## config.mk

```make
export PLATFORM = sky130hd
export DESIGN_NAME = linear_regression_inverse
export DESIGN_NICKNAME = d
export VERILOG_FILES = /design/src/rtl/linreg_pkg.sv /design/src/rtl/div_step_seize.sv /design/src/rtl/linear_regression_inverse.sv
export SDC_FILE = /design/constraint.sdc
export NUM_CORES = 1
export LEC_CHECK = 0
export CORE_ASPECT_RATIO = 0.7
export CORE_MARGIN = 5
export CORE_UTILIZATION = 56
export DETAILED_ROUTE_END_ITERATION = 16
export MAX_ROUTING_LAYER = met4
export PLACE_DENSITY = 0.8
export SYNTH_ARGS = -nofsm -noshare
export SYNTH_HDL_FRONTEND = slang
export SYNTH_SLANG_ARGS = --single-unit
```

## constraint.sdc

```tcl
create_clock -name clk -period 2.8 [get_ports clk]
set_input_delay 0.42 -clock clk [delete_from_list [all_inputs] [get_ports clk]]
set_output_delay 0.42 -clock clk [all_outputs]
set_load 0.05 [all_outputs]
```

## src/rtl/linreg_pkg.sv

```systemverilog
// Shared constants and state encoding for the linear price model blocks.
// Used by both the forward (size->price) and inverse (price->size) evaluators.
package linreg_pkg;

   typedef enum logic [1:0] {
      ST_IDLE = 2'd0,
      ST_SUB  = 2'd1,
      ST_DIV  = 2'd2,
      ST_DONE = 2'd3
   } state_t;

   localparam logic [15:0] COEF_DEF      = 16'd10000;
   localparam logic [31:0] INTERCEPT_DEF = 32'd10000;

   localparam int DIV_STEPS = 32;

endpackage

```

## src/rtl/div_step_seize.sv

```systemverilog
// One restoring-division step: shift a dividend bit into the partial
// remainder, trial-subtract the divisor, keep the difference if it fits.
module div_step_seize (
   input  logic [16:0] prem,
   input  logic        bit_in,
   input  logic [15:0] divisor,
   output logic [16:0] next_prem,
   output logic        q_bit
);

   logic [17:0] shifted;
   logic [17:0] diff;
   logic        fits;

   // Trial subtraction; the partial remainder stays below the divisor, so
   // the shifted value never needs more than 17 significant bits.
   always_comb begin
      shifted   = {prem, bit_in};
      diff      = shifted - {2'b00, divisor};
      fits      = (shifted >= {2'b00, divisor});
      q_bit     = fits;
      next_prem = 17'(fits ? diff : shifted);
   end

endmodule

```

## src/rtl/linear_regression_inverse.sv

```systemverilog
// Inverse evaluator for price = COEF*size + INTERCEPT.
// Recovers size = (price - INTERCEPT) / COEF with a bit-serial restoring
// divider behind a start/done handshake.
// Optional build macro LINREG_INV_ROUND_EN: round the quotient to nearest
// (halves up); rem still reports the truncating remainder.
//
// state   | meaning
// --------+-------------------------------------------------------------
// IDLE    | waiting for start; results from last operation held
// SUB     | subtract INTERCEPT, detect underflow, load the divider
// DIV     | 32 restoring steps, MSB first, one per cycle
// DONE    | results valid, done pulses for one cycle
module linear_regression_inverse
   import linreg_pkg::*;
#(
   parameter logic [15:0] COEF      = COEF_DEF,
   parameter logic [31:0] INTERCEPT = INTERCEPT_DEF
) (
   input  logic        clk,
   input  logic        rst_n,
   input  logic        start,
   input  logic [31:0] price,
   output logic        busy,
   output logic        done,
   output logic [15:0] size,
   output logic [15:0] rem,
   output logic        underflow,
   output logic        overflow
);

   state_t      state;
   state_t      state_nxt;
   logic [31:0] price_r;
   logic [31:0] dvd_q;
   logic [16:0] prem;
   logic [4:0]  cnt;
   logic [32:0] d33;
   logic        last_step;

   logic [16:0] step_prem;
   logic        step_q;

   logic [31:0] q_fin;
   logic [32:0] q_adj;
   logic        ovf_fin;
   logic [15:0] size_fin;

   assign d33       = {1'b0, price_r} - {1'b0, INTERCEPT};
   assign last_step = (cnt == 5'(DIV_STEPS - 1));
   assign busy      = (state != ST_IDLE);
   assign done      = (state == ST_DONE);

   // The dividend register doubles as the quotient register: dividend bits
   // leave at the top while quotient bits enter at the bottom.
   div_step_seize u_step (
      .prem      (prem),
      .bit_in    (dvd_q[31]),
      .divisor   (COEF),
      .next_prem (step_prem),
      .q_bit     (step_q)
   );

   // Final quotient, optional rounding and saturation, taken on the last step.
   always_comb begin
      q_fin = {dvd_q[30:0], step_q};
`ifdef LINREG_INV_ROUND_EN
      q_adj = {1'b0, q_fin} + {32'd0, ({step_prem, 1'b0} >= {2'b00, COEF})};
`else
      q_adj = {1'b0, q_fin};
`endif
      ovf_fin  = |q_adj[32:16];
      size_fin = ovf_fin ? 16'hFFFF : q_adj[15:0];
   end

   // State register.
   always_ff @(posedge clk) begin
      if (!rst_n) state <= ST_IDLE;
      else        state <= state_nxt;
   end

   // Next-state logic.
   always_comb begin
      state_nxt = state;
      case (state)
         ST_IDLE: if (start) state_nxt = ST_SUB;
         ST_SUB:  state_nxt = d33[32] ? ST_DONE : ST_DIV;
         ST_DIV:  if (last_step) state_nxt = ST_DONE;
         ST_DONE: state_nxt = ST_IDLE;
         default: state_nxt = ST_IDLE;
      endcase
   end

   // Datapath and result registers; results are only touched from SUB onward
   // so they hold across IDLE.
   always_ff @(posedge clk) begin
      if (!rst_n) begin
         price_r   <= '0;
         dvd_q     <= '0;
         prem      <= '0;
         cnt       <= '0;
         size      <= '0;
         rem       <= '0;
         underflow <= 1'b0;
         overflow  <= 1'b0;
      end else begin
         case (state)
            ST_IDLE: if (start) price_r <= price;
            ST_SUB: begin
               size      <= '0;
               rem       <= '0;
               overflow  <= 1'b0;
               underflow <= d33[32];
               dvd_q     <= d33[31:0];
               prem      <= '0;
               cnt       <= '0;
            end
            ST_DIV: begin
               prem  <= step_prem;
               dvd_q <= {dvd_q[30:0], step_q};
               cnt   <= cnt + 5'd1;
               if (last_step) begin
                  size     <= size_fin;
                  rem      <= step_prem[15:0];
                  overflow <= ovf_fin;
               end
            end
            default: ;
         endcase
      end
   end

endmodule
```

# After elaboration in Yosys (flattened, before gate mapping)
# Index checks and enable logic that the tools add are counted.
dict set report classes {
  add_sub_neg 3
  magnitude_cmp 1
  eq_ne 6
  mux 15
  n_reduce_logical 7
}
# op n
set op_table {}
lappend op_table {{one-hot mux 16 bit (2 select lines)} 2}
lappend op_table {{one-hot mux 32 bit (2 select lines)} 1}
lappend op_table {{2-to-1 mux 16 bit} 3}
lappend op_table {{one-hot mux 17 bit (2 select lines)} 1}
lappend op_table {{subtractor 32 x 14 -> 33 bit, second input constant} 1}
lappend op_table {{>= comparator 18 x 14 -> 1 bit, second input constant} 1}
lappend op_table {{2-to-1 mux 17 bit} 1}
lappend op_table {{subtractor 17 x 14 -> 17 bit, second input constant} 1}
lappend op_table {{OR reduction 16 bit} 1}
lappend op_table {{one-hot mux 5 bit (2 select lines)} 1}
lappend op_table {{one-hot mux 2 bit (4 select lines)} 1}
lappend op_table {{AND reduction 2 bit} 3}
lappend op_table {{adder 5 x 1 -> 5 bit, second input constant} 1}
lappend op_table {{equality test 5 bit, second input constant} 1}
lappend op_table {{equality test 2 bit, second input constant} 2}
lappend op_table {{2-to-1 mux 2 bit} 2}
lappend op_table {{!= test 2 bit, second input constant} 2}
lappend op_table {{nonzero test 2 bit} 2}
lappend op_table {{equality test 2 x 1 -> 1 bit, second input constant} 1}
lappend op_table {{logical NOT 2 bit} 1}
lappend op_table {{2-to-1 mux 1 bit} 2}
lappend op_table {{one-hot mux 1 bit (2 select lines)} 1}
dict set report word_totals {
  regBits 122
  out_inout_bits 36
  word_cells 41
}

# Longest topological paths before layout
dict set report logic_depth {
  word_depth 4
  depth_mapped 10
}

# By module
# Synthesis repeated with hierarchy kept, for this count alone.
dict set report unflattened {
  cells_unflattened 800
  area_unflattened_um2 6555.0
}
# module instances cells_each area_per_inst_um2 seq_area_each_um2
set modules_own_cells {}
lappend modules_own_cells {linear_regression_inverse 1 637 5395.2 2442.3}
lappend modules_own_cells {div_step_seize 1 163 1159.9 0.0}

# Worst setup path after synthesis
# OpenSTA, ideal clock, no wires.
dict set report synth_timing {
  kind {register to register}
  startpoint {register cnt[0]}
  endpoint {register rem[9]}
  setup_ns 0.074
  arrival_time_ns 2.066
  required_time_ns 2.726
  path_slack_ns 0.660
  path_stages_with_launch 11
  n_path_buf 2
  period_less_slack_ns 2.140
  path_cell_list {dfxtp_1 ha_1 and3_1 ha_1 and2_1 clkbuf_1 a21oi_1 and2_1 buf_1 a31oi_1 a31oi_1}
}
dict set report synth_via {
  elab_chain_len 3
}
# element line_no
set synth_rtl {}
lappend synth_rtl {{start, declared} linear_regression_inverse.sv:36} ;# logic [4:0] cnt;
lappend synth_rtl {{start signal, assigned} linear_regression_inverse.sv:120} ;# cnt <= cnt + 5'd1;
lappend synth_rtl {{equality test 5 bit} linear_regression_inverse.sv:49} ;# assign last_step = (cnt == 5'(DIV_STEPS - 1));
lappend synth_rtl {{!= test 2 bit (no line)} n/a}
lappend synth_rtl {{AND reduction 2 bit (no line)} n/a}
lappend synth_rtl {{end signal, assigned} linear_regression_inverse.sv:123} ;# rem <= step_prem[15:0];
lappend synth_rtl {{end, declared} linear_regression_inverse.sv:26} ;# output logic [15:0] rem,
# Every way passes these cells.
# A chain may end at the register's enable or synchronous reset.

# Worst setup path in the final report
dict set report layout_timing {
  startpoint {register prem[3]}
  endpoint {register rem[9]}
}
dict set report layout_via {
  elab_chain_len 4
  elab_cells_between_ends 5
}
# element line_no
set layout_rtl {}
lappend layout_rtl {{start, declared} linear_regression_inverse.sv:35} ;# logic [16:0] prem;
lappend layout_rtl {{start signal, assigned} linear_regression_inverse.sv:118} ;# prem <= step_prem;
lappend layout_rtl {{subtractor 17 x 14 -> 17 bit / >= comparator 18 x 14 -> 1 bit (equally long branches)} {div_step_seize.sv:19, div_step_seize.sv:20}}
lappend layout_rtl {{2-to-1 mux 17 bit *} div_step_seize.sv:22} ;# next_prem = 17'(fits ? diff : shifted);
lappend layout_rtl {{2-to-1 mux 16 bit *} linear_regression_inverse.sv:121} ;# if (last_step) begin
lappend layout_rtl {{one-hot mux 16 bit (2 select lines) *} linear_regression_inverse.sv:106} ;# case (state)
# Every way passes the cells marked *; elsewhere a longest branch is shown, timed or not. The select of a mux whose other input is x is not followed.

==> flow_metrics.py <==
metrics = {
    "yosys": {
        "synthTopCellsByArea": "dfxtp_1, nand2_1, a21oi_1, a22oi_1, clkbuf_1",
        "postSynthCellCount": 710,
        "mappedNetlistArea_um2": 5841,
        "synth.avg_cell_area_um2": 8.226,
        "yosys_warnings": 0,
        "synth.most_common_cell": "dfxtp_1",
        "syn-num-nets": 755,
        "yosysTopAreaCellShare": 0.4182,
        "ys_ff_latch": 122,
        "ys_seq_area_frac": 0.4182,
        "synthSimpleGateAreaFrac": 0.2196,
        "synth-xor-area-share": 0.02849,
        "synth_top_family_by_area": "compound AO/OA/AOI/OAI gates",
        "synth_compound_area_frac": 0.2494,
        "ys_async_sr_fraction": 0,
        "synth_top_area_cell": "dfxtp_1",
        "yosys.cell_types.count": 68,
        "synth_edf_count": 0,
        "synth_fa_ha_area_frac": 0.02142,
        "synth_ff_type": "dfxtp_1",
        "synthMuxAreaShare": 0.01735,
        "synth_common_cells": "dfxtp_1, nand2_1, a21oi_1",
    },
    "clock_tree": {
        "clockRootBuffer": "clkbuf_16",
        "h-tree-depth": 4,
        "clk_path_buf_depth": 2,
        "cts_tree": "yes",
        "cts.sinks": 122,
        "clock_latency_ns": 0.42,
        "postCtsHoldBufs": 0,
        "clk_transition_reported_paths_ns": 0.06,
        "cts_buffers": 17,
    },
    "power": {
        "p_total_mw": 7.245,
        "power_density_nw_per_um2": 1001,
        "leakage_nw": 2.559,
        "ir_worst_vdd_mv": 0.7316,
    },
    "detailed_routing": {
        "post-route-drc-count": 0,
        "vias": 5525,
        "wl_per_cell_um": 17.34,
        "vias_per_cell": 6.085,
        "drt_wl_total_mm": 15.74,
        "drt_iter0_markers": 489,
        "ant_nets": 0,
        "drt-pass1-iter-count": 5,
    },
    "flow_run": {
        "cap_violations": 0,
    },
    "run_status": {
        "status": "complete, no violations",
    },
    "sta": {
        "setup_tns_ns": 0,
        "finalSetupViolations": 0,
        "skew_ns": 0.009480,
        "drv_slew": 0,
        "hold_viol": 0,
        "max_freq_ghz": 0.4099,
        "setup_ws_ns": 0.3606,
        "fin_crit_sh": 0.8712,
        "holdWs_ns": 0.4558,
        "rsz0062_at_grt": "false",
        "relSlewSlack": 0.5126,
        "tightest_slew_ns": 0.7302,
        "fin_crit_ns": 2.439,
    },
    "floorplan": {
        "dieArea_um2": 12600,
        "num_io_pins": 71,
        "fp-row-count": 31,
        "initial_utilization": 0.5682,
        "core-area_um2": 10280,
        "die_width_um": 132.1,
        "die_h_um": 95.45,
    },
    "min_path": {
        "hp-start": "prem[16]$_SDFFE_PN0P_",
        "hold_depth": 2,
        "hp-class": "flip-flop to flip-flop",
        "min_to": "prem[16]$_SDFFE_PN0P_",
    },
    "layout": {
        "nets": 808,
        "post_route_cells_drive_above_1_share": 0.09021,
        "num-fill-cells": 800,
        "final_cell_count_no_fill": 908,
        "antenna_cells": 0,
        "design_area_um2": 7238,
        "post-route-util": 0.7042,
        "area_growth_pct": 23.93,
    },
    "place": {
        "placed_area_um2": 6634,
        "place_ws_ns": 0.2209,
        "gp_congestion": 0.9039,
        "dp_hpwl_mm": 10.81,
        "port_buffers": 70,
        "dp_cells": 876,
    },
    "critical_path": {
        "max_stage_delay_ns": 0.58,
        "cp_data_required_time_ns": 3.14,
        "reg2reg_depth": 7,
        "r2r_setup_slack_ns": 0.36,
        "start_kind": "flip-flop",
        "rr_startpoint": "prem[3]$_SDFFE_PN0P_",
        "rr_endpoint": "rem[9]$_SDFFE_PN0P_",
        "critical_path.max_fanout": 13,
        "worstSetupPathType": "flip-flop to flip-flop",
        "critPathArrivalTime_ns": 2.78,
        "crit_chain": "inv_1 > ha_1 > nor3b_2 > o21ai_2 > a21oi_2 > or4_1 > a31oi_1",
        "cp_slowest_cell": "or4_1",
        "endpoint_kind": "flip-flop",
    },
    "global_route": {
        "grt_max_degree": 57,
        "antenna_found_initial": 0,
        "grt_usage": 0.2604,
        "overflow": 0,
        "grt_pass1_wl_mm": 25.95,
        "grt_pass1_vias": 5077,
    },
}
[final cells by class]
| class | count | area [um^2] | share of cell area |
|---|---|---|---|
| inverter | 11 | 41.29 | 0.005704 |
| clock buffer | 18 | 429.2 | 0.05929 |
| clock inverter | 14 | 171.4 | 0.02368 |
| tap | 132 | 165.2 | 0.02282 |
| sequential | 122 | 2442 | 0.3374 |
| timing repair buffer | 90 | 850.8 | 0.1175 |
| multi-input combinational | 521 | 3138 | 0.4335 |
[routing by layer]
metal  up-vias  GRT usage  wire length, um  part of all wire
li1       2682          -                -                 -
met1      2628     0.3525             7391              0.47
met2       193     0.3958             7197              0.46
met3        22    0.05432              947             0.060
met4         0    0.07620              206             0.013
met5         -          -                0                 0
[worst max-delay path, delay by kind of cell, from the launching register on]
| kind | cells | cell delay [ns] |
|---|---|---|
| AOI/OAI and AO/OA | 3 | 0.82 |
| buffers and inverters | 1 | 0.07 |
| and+or+nand+nor | 2 | 0.79 |
| adders and majority gates | 1 | 0.26 |
| DFF | 1 | 0.42 |
[registers in the layout, indices dropped and copies added, names as in the netlist]
register / cells
size: 16
prem: 17
state: 2
rem: 16
cnt: 5
overflow: 1
price_r: 32
dvd_q: 32
underflow: 1
[layout by cell type (no fill, tap or decap), types with 3 or more instances in the layout]
master and count:
dfxtp_1 122, nand2_1 104, a21oi_1 72, clkdlybuf4s50_1 70, nor2_1 41, o21ai_0 23, a31oi_1 22, a22oi_1 21
nand3_1 20, buf_4 20, xnor2_1 17, clkbuf_16 17, nor3_1 16, a211oi_1 15, nand2b_1 15, nor2b_1 12
o22ai_1 12, inv_1 10, mux2i_1 9, ha_1 9, and3_1 7, or3_1 6, nor3b_1 6, nand3b_1 6
o31ai_1 6, nor4_1 6, o211ai_1 5, nand4_1 5, and2_1 4, o21a_1 4, a32o_1 4, o21ai_1 4
a31o_2 4, or4_1 4, a2111oi_1 3, bufinv_16 3, clkinvlp_4 3, clkinv_4 3, clkinv_2 3
[kinds of logic (layout without fill, tap and decap cells)]
kind of cell,count (synthesis),count (layout)
AND/OR/NAND/NOR,260,260
adder cells (fa/ha/maj),10,10
multiplexers,10,10
XOR/XNOR,19,19
AO/OA/AOI/OAI,222,222
flip-flops,122,122
buffers and inverters,67,133
[what timing repair did]
item,4_1_cts,5_1_grt
setup endpoints to repair,0,2
setup buffers,0,0
resized for setup,0,1
[worst max-delay path by stage]
stage	endpoint	from	slack, ns
floorplan	rem[9]$_SDFFE_PN0P_	cnt[0]$_SDFFE_PN0P_	0.66
global placement	rem[9]$_SDFFE_PN0P_	prem[3]$_SDFFE_PN0P_	0.34
detailed placement	rem[9]$_SDFFE_PN0P_	prem[3]$_SDFFE_PN0P_	0.22
CTS	rem[9]$_SDFFE_PN0P_	prem[3]$_SDFFE_PN0P_	0.17
global route	rem[11]$_SDFFE_PN0P_	prem[3]$_SDFFE_PN0P_	0.22
finish	rem[9]$_SDFFE_PN0P_	prem[3]$_SDFFE_PN0P_	0.36
[power breakdown]
group / switching [mW] / internal, mW / leakage (nW) / total, mW
combinational: 1.61 / 1.06 / 1.28 / 2.67
clock: 0.821 / 1.40 / 0.287 / 2.22
sequential: 0.322 / 2.03 / 0.993 / 2.35
Note: power is estimated with default switching activity, not from simulation.
